--- src/rtl/memory_writeback_pkg.sv ---
// Shared types and widths for the memory/write-back stage.
// Register width, one-hot register count, access-width codes and FSM states.
package memory_writeback_pkg;

    localparam int RW    = 16;
    localparam int REGNO = 8;

    localparam logic WIDTH_8  = 1'b1;
    localparam logic WIDTH_16 = 1'b0;

    typedef enum logic {
        ST_IDLE = 1'b0,
        ST_WAIT = 1'b1
    } state_t;

endpackage

--- src/rtl/memory_writeback_lane_align.sv ---
// Byte-lane steering for the data bus: store replication, lane select
// and load extraction with zero extension.
module mem_lane_align
    import memory_writeback_pkg::*;
(
    input  logic          width,
    input  logic          addr_lsb,
    input  logic [RW-1:0] store_in,
    input  logic [RW-1:0] load_in,
    output logic [1:0]    sel,
    output logic [RW-1:0] store_out,
    output logic [RW-1:0] load_out
);

    always_comb begin
        sel       = 2'b11;
        store_out = store_in;
        load_out  = load_in;
        if (width == WIDTH_8) begin
            sel       = addr_lsb ? 2'b10 : 2'b01;
            store_out = {2{store_in[7:0]}};
            load_out  = {{(RW-8){1'b0}},
                         (addr_lsb ? load_in[15:8] : load_in[7:0])};
        end
    end

endmodule

--- src/rtl/memory_writeback.sv ---
// Memory/write-back stage: ALU write-back, data bus load/store, fault pulse.
// Optional MEM_UNALIGNED_TRAP_EN traps odd-address 16-bit accesses.
module memory_writeback
    import memory_writeback_pkg::*;
#(
    parameter int TIMEOUT   = 255,
    parameter int TIMEOUT_W = 8
) (
    input  logic             i_clk,
    input  logic             i_rst,
    input  logic             i_submit,
    output logic             o_ready,
    input  logic [RW-1:0]    i_data,
    input  logic [RW-1:0]    i_addr,
    input  logic [REGNO-1:0] i_reg_ie,
    input  logic             i_mem_access,
    input  logic             i_mem_we,
    input  logic             i_mem_width,
    input  logic             i_c_data_page,
    output logic [REGNO-1:0] o_reg_ie,
    output logic [RW-1:0]    o_reg_data,
    output logic             o_mem_req,
    output logic             o_mem_we,
    output logic [RW-1:0]    o_mem_addr,
    output logic [RW-1:0]    o_mem_data,
    output logic [1:0]       o_mem_sel,
    output logic             o_mem_paging,
    input  logic [RW-1:0]    i_mem_data,
    input  logic             i_mem_ack,
    input  logic             i_mem_err,
    output logic             o_mem_exception
);

    state_t state, state_nx;

    logic [RW-1:0]        addr_q, data_q;
    logic [REGNO-1:0]     reg_ie_q;
    logic                 we_q, width_q, page_q;
    logic                 req_q, exc_q;
    logic [TIMEOUT_W-1:0] wdog;

    logic          timeout, trap, start, fault;
    logic [1:0]    sel_al;
    logic [RW-1:0] st_al, ld_al;

    mem_lane_align u_align (
        .width     (width_q),
        .addr_lsb  (addr_q[0]),
        .store_in  (data_q),
        .load_in   (i_mem_data),
        .sel       (sel_al),
        .store_out (st_al),
        .load_out  (ld_al)
    );

`ifdef MEM_UNALIGNED_TRAP_EN
    assign trap = i_mem_access & (i_mem_width == WIDTH_16) & i_addr[0];
`else
    assign trap = 1'b0;
`endif

    assign timeout = (TIMEOUT != 0) && (wdog == TIMEOUT_W'(TIMEOUT));

    always_comb begin
        state_nx   = state;
        o_reg_ie   = '0;
        o_reg_data = '0;
        start      = 1'b0;
        fault      = 1'b0;
        unique case (state)
            ST_IDLE: begin
                if (i_submit) begin
                    if (!i_mem_access) begin
                        o_reg_ie   = i_reg_ie;
                        o_reg_data = i_data;
                    end else if (trap) begin
                        fault = 1'b1;
                    end else begin
                        start    = 1'b1;
                        state_nx = ST_WAIT;
                    end
                end
            end
            ST_WAIT: begin
                if (i_mem_err) begin
                    fault    = 1'b1;
                    state_nx = ST_IDLE;
                end else if (i_mem_ack) begin
                    if (!we_q) begin
                        o_reg_ie   = reg_ie_q;
                        o_reg_data = ld_al;
                    end
                    state_nx = ST_IDLE;
                end else if (timeout) begin
                    fault    = 1'b1;
                    state_nx = ST_IDLE;
                end
            end
        endcase
    end

    always_ff @(posedge i_clk) begin
        if (i_rst) state <= ST_IDLE;
        else       state <= state_nx;
    end

    always_ff @(posedge i_clk) begin
        if (i_rst) begin
            addr_q   <= '0;
            data_q   <= '0;
            reg_ie_q <= '0;
            we_q     <= 1'b0;
            width_q  <= 1'b0;
            page_q   <= 1'b0;
            req_q    <= 1'b0;
            exc_q    <= 1'b0;
            wdog     <= '0;
        end else begin
            exc_q <= fault;
            if (start) begin
                addr_q   <= i_addr;
                data_q   <= i_data;
                reg_ie_q <= i_reg_ie;
                we_q     <= i_mem_we;
                width_q  <= i_mem_width;
                page_q   <= i_c_data_page;
                req_q    <= 1'b1;
                wdog     <= '0;
            end else if (state == ST_WAIT) begin
                if (state_nx == ST_IDLE) req_q <= 1'b0;
                else                     wdog  <= wdog + 1'b1;
            end
        end
    end

    // Bus qualifiers are gated so an idle bus shows no write/lane activity.
    assign o_ready         = (state == ST_IDLE);
    assign o_mem_req       = req_q;
    assign o_mem_we        = req_q & we_q;
    assign o_mem_sel       = req_q ? sel_al : 2'b00;
    assign o_mem_addr      = {1'b0, addr_q[RW-1:1]};
    assign o_mem_data      = st_al;
    assign o_mem_paging    = page_q;
    assign o_mem_exception = exc_q;

endmodule
--- config.mk ---
export PLATFORM = sky130hd
export DESIGN_NAME = memory_writeback
export DESIGN_NICKNAME = d
export VERILOG_FILES = /design/src/rtl/memory_writeback_pkg.sv /design/src/rtl/memory_writeback_lane_align.sv /design/src/rtl/memory_writeback.sv
export SDC_FILE = /design/constraint.sdc
export NUM_CORES = 1
export LEC_CHECK = 0
export ABC_AREA = 1
export CAP_MARGIN = 20
export CORE_MARGIN = 8
export CORE_UTILIZATION = 46
export CTS_BUF_LIST = sky130_fd_sc_hd__clkbuf_2
export DETAILED_ROUTE_END_ITERATION = 12
export MAX_ROUTING_LAYER = met4
export PLACE_DENSITY = 0.95
export SETUP_SLACK_MARGIN = 0.3
export SLEW_MARGIN = 40
export SYNTH_ARGS = -nofsm -noshare
export SYNTH_HDL_FRONTEND = slang
export SYNTH_SLANG_ARGS = --single-unit
export TNS_END_PERCENT = 10
--- constraint.sdc ---
create_clock -name i_clk -period 2.7 [get_ports i_clk]
set_input_delay 0.405 -clock i_clk [delete_from_list [all_inputs] [get_ports i_clk]]
set_output_delay 0.405 -clock i_clk [all_outputs]
set_load 0.01 [all_outputs]
**After elaboration in Yosys (flattened, before gate mapping)**

Index checks and enable logic that the tools add are counted.

- Register bits after elaboration: 54
- Bits of input ports: 65
- Output and inout bits: 63
- Word-level logic and storage cells: 51

- Add/sub/neg operators: 1
- Eq/ne operators: 2
- Mux-type cells: 32
- Bitwise gates (word level): 2
- Reduce and logical (&&, ||, !) cells: 4

Operators by type and width:

| operator | count |
|---|---|
| 16-bit two-way mux | 7 |
| 8-bit two-way mux | 6 |
| 16-bit case mux with 2 select lines | 1 |
| 8-bit case mux with 2 select lines | 1 |
| 1-bit two-way mux | 12 |
| 8-bit by 1-bit adder with 8-bit output, second input constant | 1 |
| 8-bit == test, second input constant | 1 |
| 2-bit two-way mux | 3 |
| 1-bit case mux with 2 select lines | 2 |
| 2-bit AND reduction | 2 |
| 2-bit by 1-bit inequality test with 1-bit output, second input constant | 1 |
| 2-bit nonzero test | 1 |
| 2-bit OR reduction | 1 |
| 1-bit bitwise AND | 1 |
| 1-bit inverter | 1 |

**Longest topological paths before layout**

- Depth in word-level cells: 8
- Gate-level depth with buffers: 8
- Depth with buffers taken out: 8

**By module**

A second synthesis with hierarchy kept.

- Cells, all modules: 425
- Area, all modules: 2962.8 µm²

By module, submodules not included:

| module | instances | cells each | area each (µm²) | seq. area each (µm²) |
|---|---|---|---|---|
| memory_writeback | 1 | 345 | 2549.9 | 1081.0 |
| mem_lane_align | 1 | 80 | 412.9 | 0.0 |

**Worst setup path after synthesis**

Ideal clock, no wire load.

- Path kind: input to output
- Start: in i_mem_ack
- End: out o_reg_data[6]
- Arrival: 1.102 ns
- Data required time: 2.295 ns
- Path slack: 1.193 ns
- Stages on the path: 7
- Buffers on the path: 1
- Path through: inv_1 -> nor2_2 -> nand3_1 -> inv_2 -> buf_4 -> o21ai_0 -> o21ai_2

- Cells in the longest elaborated chain, start to end: 3

RTL lines:

| item | line | RTL |
|---|---|---|
| start, declared | memory_writeback.sv:29 | `input logic i_mem_ack,` |
| 16-bit two-way mux | memory_writeback.sv:88 | `end else if (i_mem_ack) begin` |
| 16-bit two-way mux | memory_writeback.sv:85 | `if (i_mem_err) begin` |
| 16-bit case mux with 2 select lines | memory_writeback.sv:70 | `unique case (state)` |
| end, declared | memory_writeback.sv:21 | `output logic [RW-1:0] o_reg_data,` |

Every way passes these cells.

**Worst setup path after layout**

- Start: in i_mem_ack
- End: out o_reg_ie[6]

- Cells in the longest elaborated chain, start to end: 3

RTL lines:

| item | line | RTL |
|---|---|---|
| 8-bit two-way mux | memory_writeback.sv:88 |  |
| 8-bit two-way mux | memory_writeback.sv:85 |  |
| 8-bit case mux with 2 select lines | memory_writeback.sv:70 |  |
| end, declared | memory_writeback.sv:20 | `output logic [REGNO-1:0] o_reg_ie,` |

Every way passes these cells.

==> out/metrics.csv <==
metric,value,unit
status,finished clean,
met1Wirelength,3.71,mm
die_w,92.9,um
n_fill_cell,489,
ios,128,
placementRows,28,
yosys_register_bits,54,
worstSetupPathType,in -> out,
wl_met3,671,um
synthCells,386,
leakage,1.84,nW
synth_edf_count,0,
grtUsageTotal,0.210,
dr_wl_met2,4.75,mm
p_per_area,397,mW/mm^2
htreeDepth,2,
cts.clk_slew.worst_paths,0.26,ns
syn_area_per_cell,7.04,sq um
ys_async_sr_fraction,0,
initial_core_util,0.468,
vdd.ir_drop.worst,0.000263,V
dr.pass1.iters,5,
yosysMostFrequentCell,nor2_1,
slew_viol_final,0,
numCtsBuffers,5,
fin_cells,580,
postRouteAntennaNets,0,
gp_congestion,0.889,
synthAdderAreaFrac,0.00460,
grt_max_degree,39,
die_h,92.9,um
synth_xor_area_frac,0.00966,
grt-ovfl-total,0,
synth-compound-area-share,0.183,
synth_top_family_by_area,simple AND/OR/NAND/NOR gates,
syn_area,0.00272,sq mm
top_layer,met4,
maxCapViolations,0,
ys_types,29,
fin_skew,0.0227,ns
required,2.30,ns
multiInputGateArea,0.00135,sq mm
max_freq,0.394,GHz
wl_per_cell,16.0,um
drive_gt1_frac,0.0774,
vias,3016,
final-setup-viol-count,0,
setup.worst_path.start_class,input port,
crit_path_end_kind,primary output,
wl,9.29,mm
synthSimpleGateAreaFrac,0.287,
muxShareOfSynthArea,0,
hold_viol,0,
netlist_top_cells_area,"dfxtp_1, nor2_1, o21ai_0",
antenna_found_initial,1,
ys_seq_area_frac,0.398,
clock_path_buffers,2,
cts_sinks,54,
rsz0062_at_grt,true,
synth_nets,452,
drc,0,
holdBufCountCts,0,
coreArea,0.00582,sq mm
final_design_area_no_fill,0.00409,sq mm
clk_latency,0.44,ns
io_buffers,126,
die_area,0.00863,sq mm
first_global_vias,2963,
via_per_inst,5.20,
yosysTopAreaCell,dfxtp_1,
seq_area,0.00109,sq mm
path_max_fanout,6,
nets,569,
root_buffer,clkbuf_2,
dp_cells,566,
drt_first_iter_violations,249,
tightest_slew,0.596,ns
dpl_cell_area,0.00391,sq mm
cts_tree,done,
synth_warnings,0,
min_period,2.54,ns
ys.flop_type,dfxtp_1,
finalCritPeriodShare,0.940,
hpwl,6.78,mm
yosys-top-cells-count,"nor2_1, nand2_1, o21ai_0",
hold_path.class,reg -> reg,
critPathArrivalTime,2.13,ns
finalPower,1.62,mW
yosysTopAreaCellShare,0.398,
relSlewSlack,0.602,
syn_to_final_growth,50.5,%
grt_pass1_wl,14.3,mm
## worst max-delay path: stages
cell             delay, ns
clkdlybuf4s50_1       0.47
inv_1                 0.07
nor2_4                0.15
nand3_4               0.12
inv_4                 0.12
buf_12                0.12
a22o_1                0.13
clkdlybuf4s50_1       0.54
## power by group
group / total [mW] / internal, mW / switching [mW]
sequential: 0.881 / 0.846 / 0.0357
clock: 0.316 / 0.0590 / 0.257
combinational: 0.426 / 0.233 / 0.193
total: 1.62 / 1.14 / 0.485
## layout by cell type, fill, tap and decap left out, drive strengths merged, types with 2 or more instances in the layout
master / Yosys / routed
buf: 24 / 10
a21oi: 13 / 13
nor2: 104 / 104
nand3b: 2 / 2
clkinv: 0 / 2
nand2: 79 / 79
o21ai: 65 / 65
dlymetal6s2s: 0 / 18
a22o: 8 / 8
clkbuf: 4 / 5
o31ai: 4 / 4
dfxtp: 54 / 54
clkdlybuf4s50: 0 / 106
inv: 18 / 17
clkinvlp: 0 / 4
nand3: 5 / 5
xor2: 2 / 2
## registers in the layout, summed over array words and instances, names as in the netlist
name / cells
o_mem_paging: 1
state: 1
data_q: 16
we_q: 1
reg_ie_q: 8
width_q: 1
o_mem_exception: 1
o_mem_req: 1
wdog: 8
addr_q: 16
## logic make-up (layout without fill, tap and decap cells)
kind of cell | count (synthesis) | after routing
AO/OA/AOI/OAI | 90 | 90
XOR/XNOR | 3 | 3
adder cells (fa/ha/maj) | 1 | 1
buffers and inverters | 46 | 164
flip-flops | 54 | 54
other | 1 | 2
AND/OR/NAND/NOR | 191 | 191
## per-layer routing
layer,track usage,vias up
met5,-,-
met4,0.0765,0
met3,0.0502,10
met2,0.363,137
met1,0.229,1398
li1,-,1471
## worst paths after layout
path	start	slack [ns]	depth (start not counted)	to
hold / removal	addr_q[3]	0.51	2	addr_q[3]
hold reg to reg	addr_q[3]	0.51	2	addr_q[3]
setup reg to reg	state	1.07	6	addr_q[15]
setup / recovery	i_mem_ack	0.16	8	o_reg_ie[6]
## timing repair
| item | in CTS | in global routing |
|---|---|---|
| pin swaps | 1 | 0 |
| setup endpoints to repair | 34 | 25 |
| gates cloned | 2 | 0 |
| gates resized for setup | 11 | 22 |
| buffers inserted | 2 | 1 |
## per-stage QoR
stage               hold slack, ns  setup slack, ns   util  setup TNS (ns)
detailed placement           0.475          -0.0456  0.672          -0.133
CTS                          0.495            0.107  0.691               0
floorplan                    0.454             1.19      -               0
global placement             0.461           0.0304  0.672               0
global route                 0.471           0.0592  0.704               0
finish                       0.506            0.162  0.704               0
## cell type report
cell class / instances / share of cell area
timing repair buffer: 136 / 0.346
inverter: 18 / 0.0199
clock buffer: 5 / 0.00611
multi-input combinational: 286 / 0.330
tap: 75 / 0.0229
sequential: 54 / 0.266
antenna: 1 / 0.000611
clock inverter: 3 / 0.00397
timing repair inverter: 2 / 0.00367
Power figures use the tool's default switching activity.
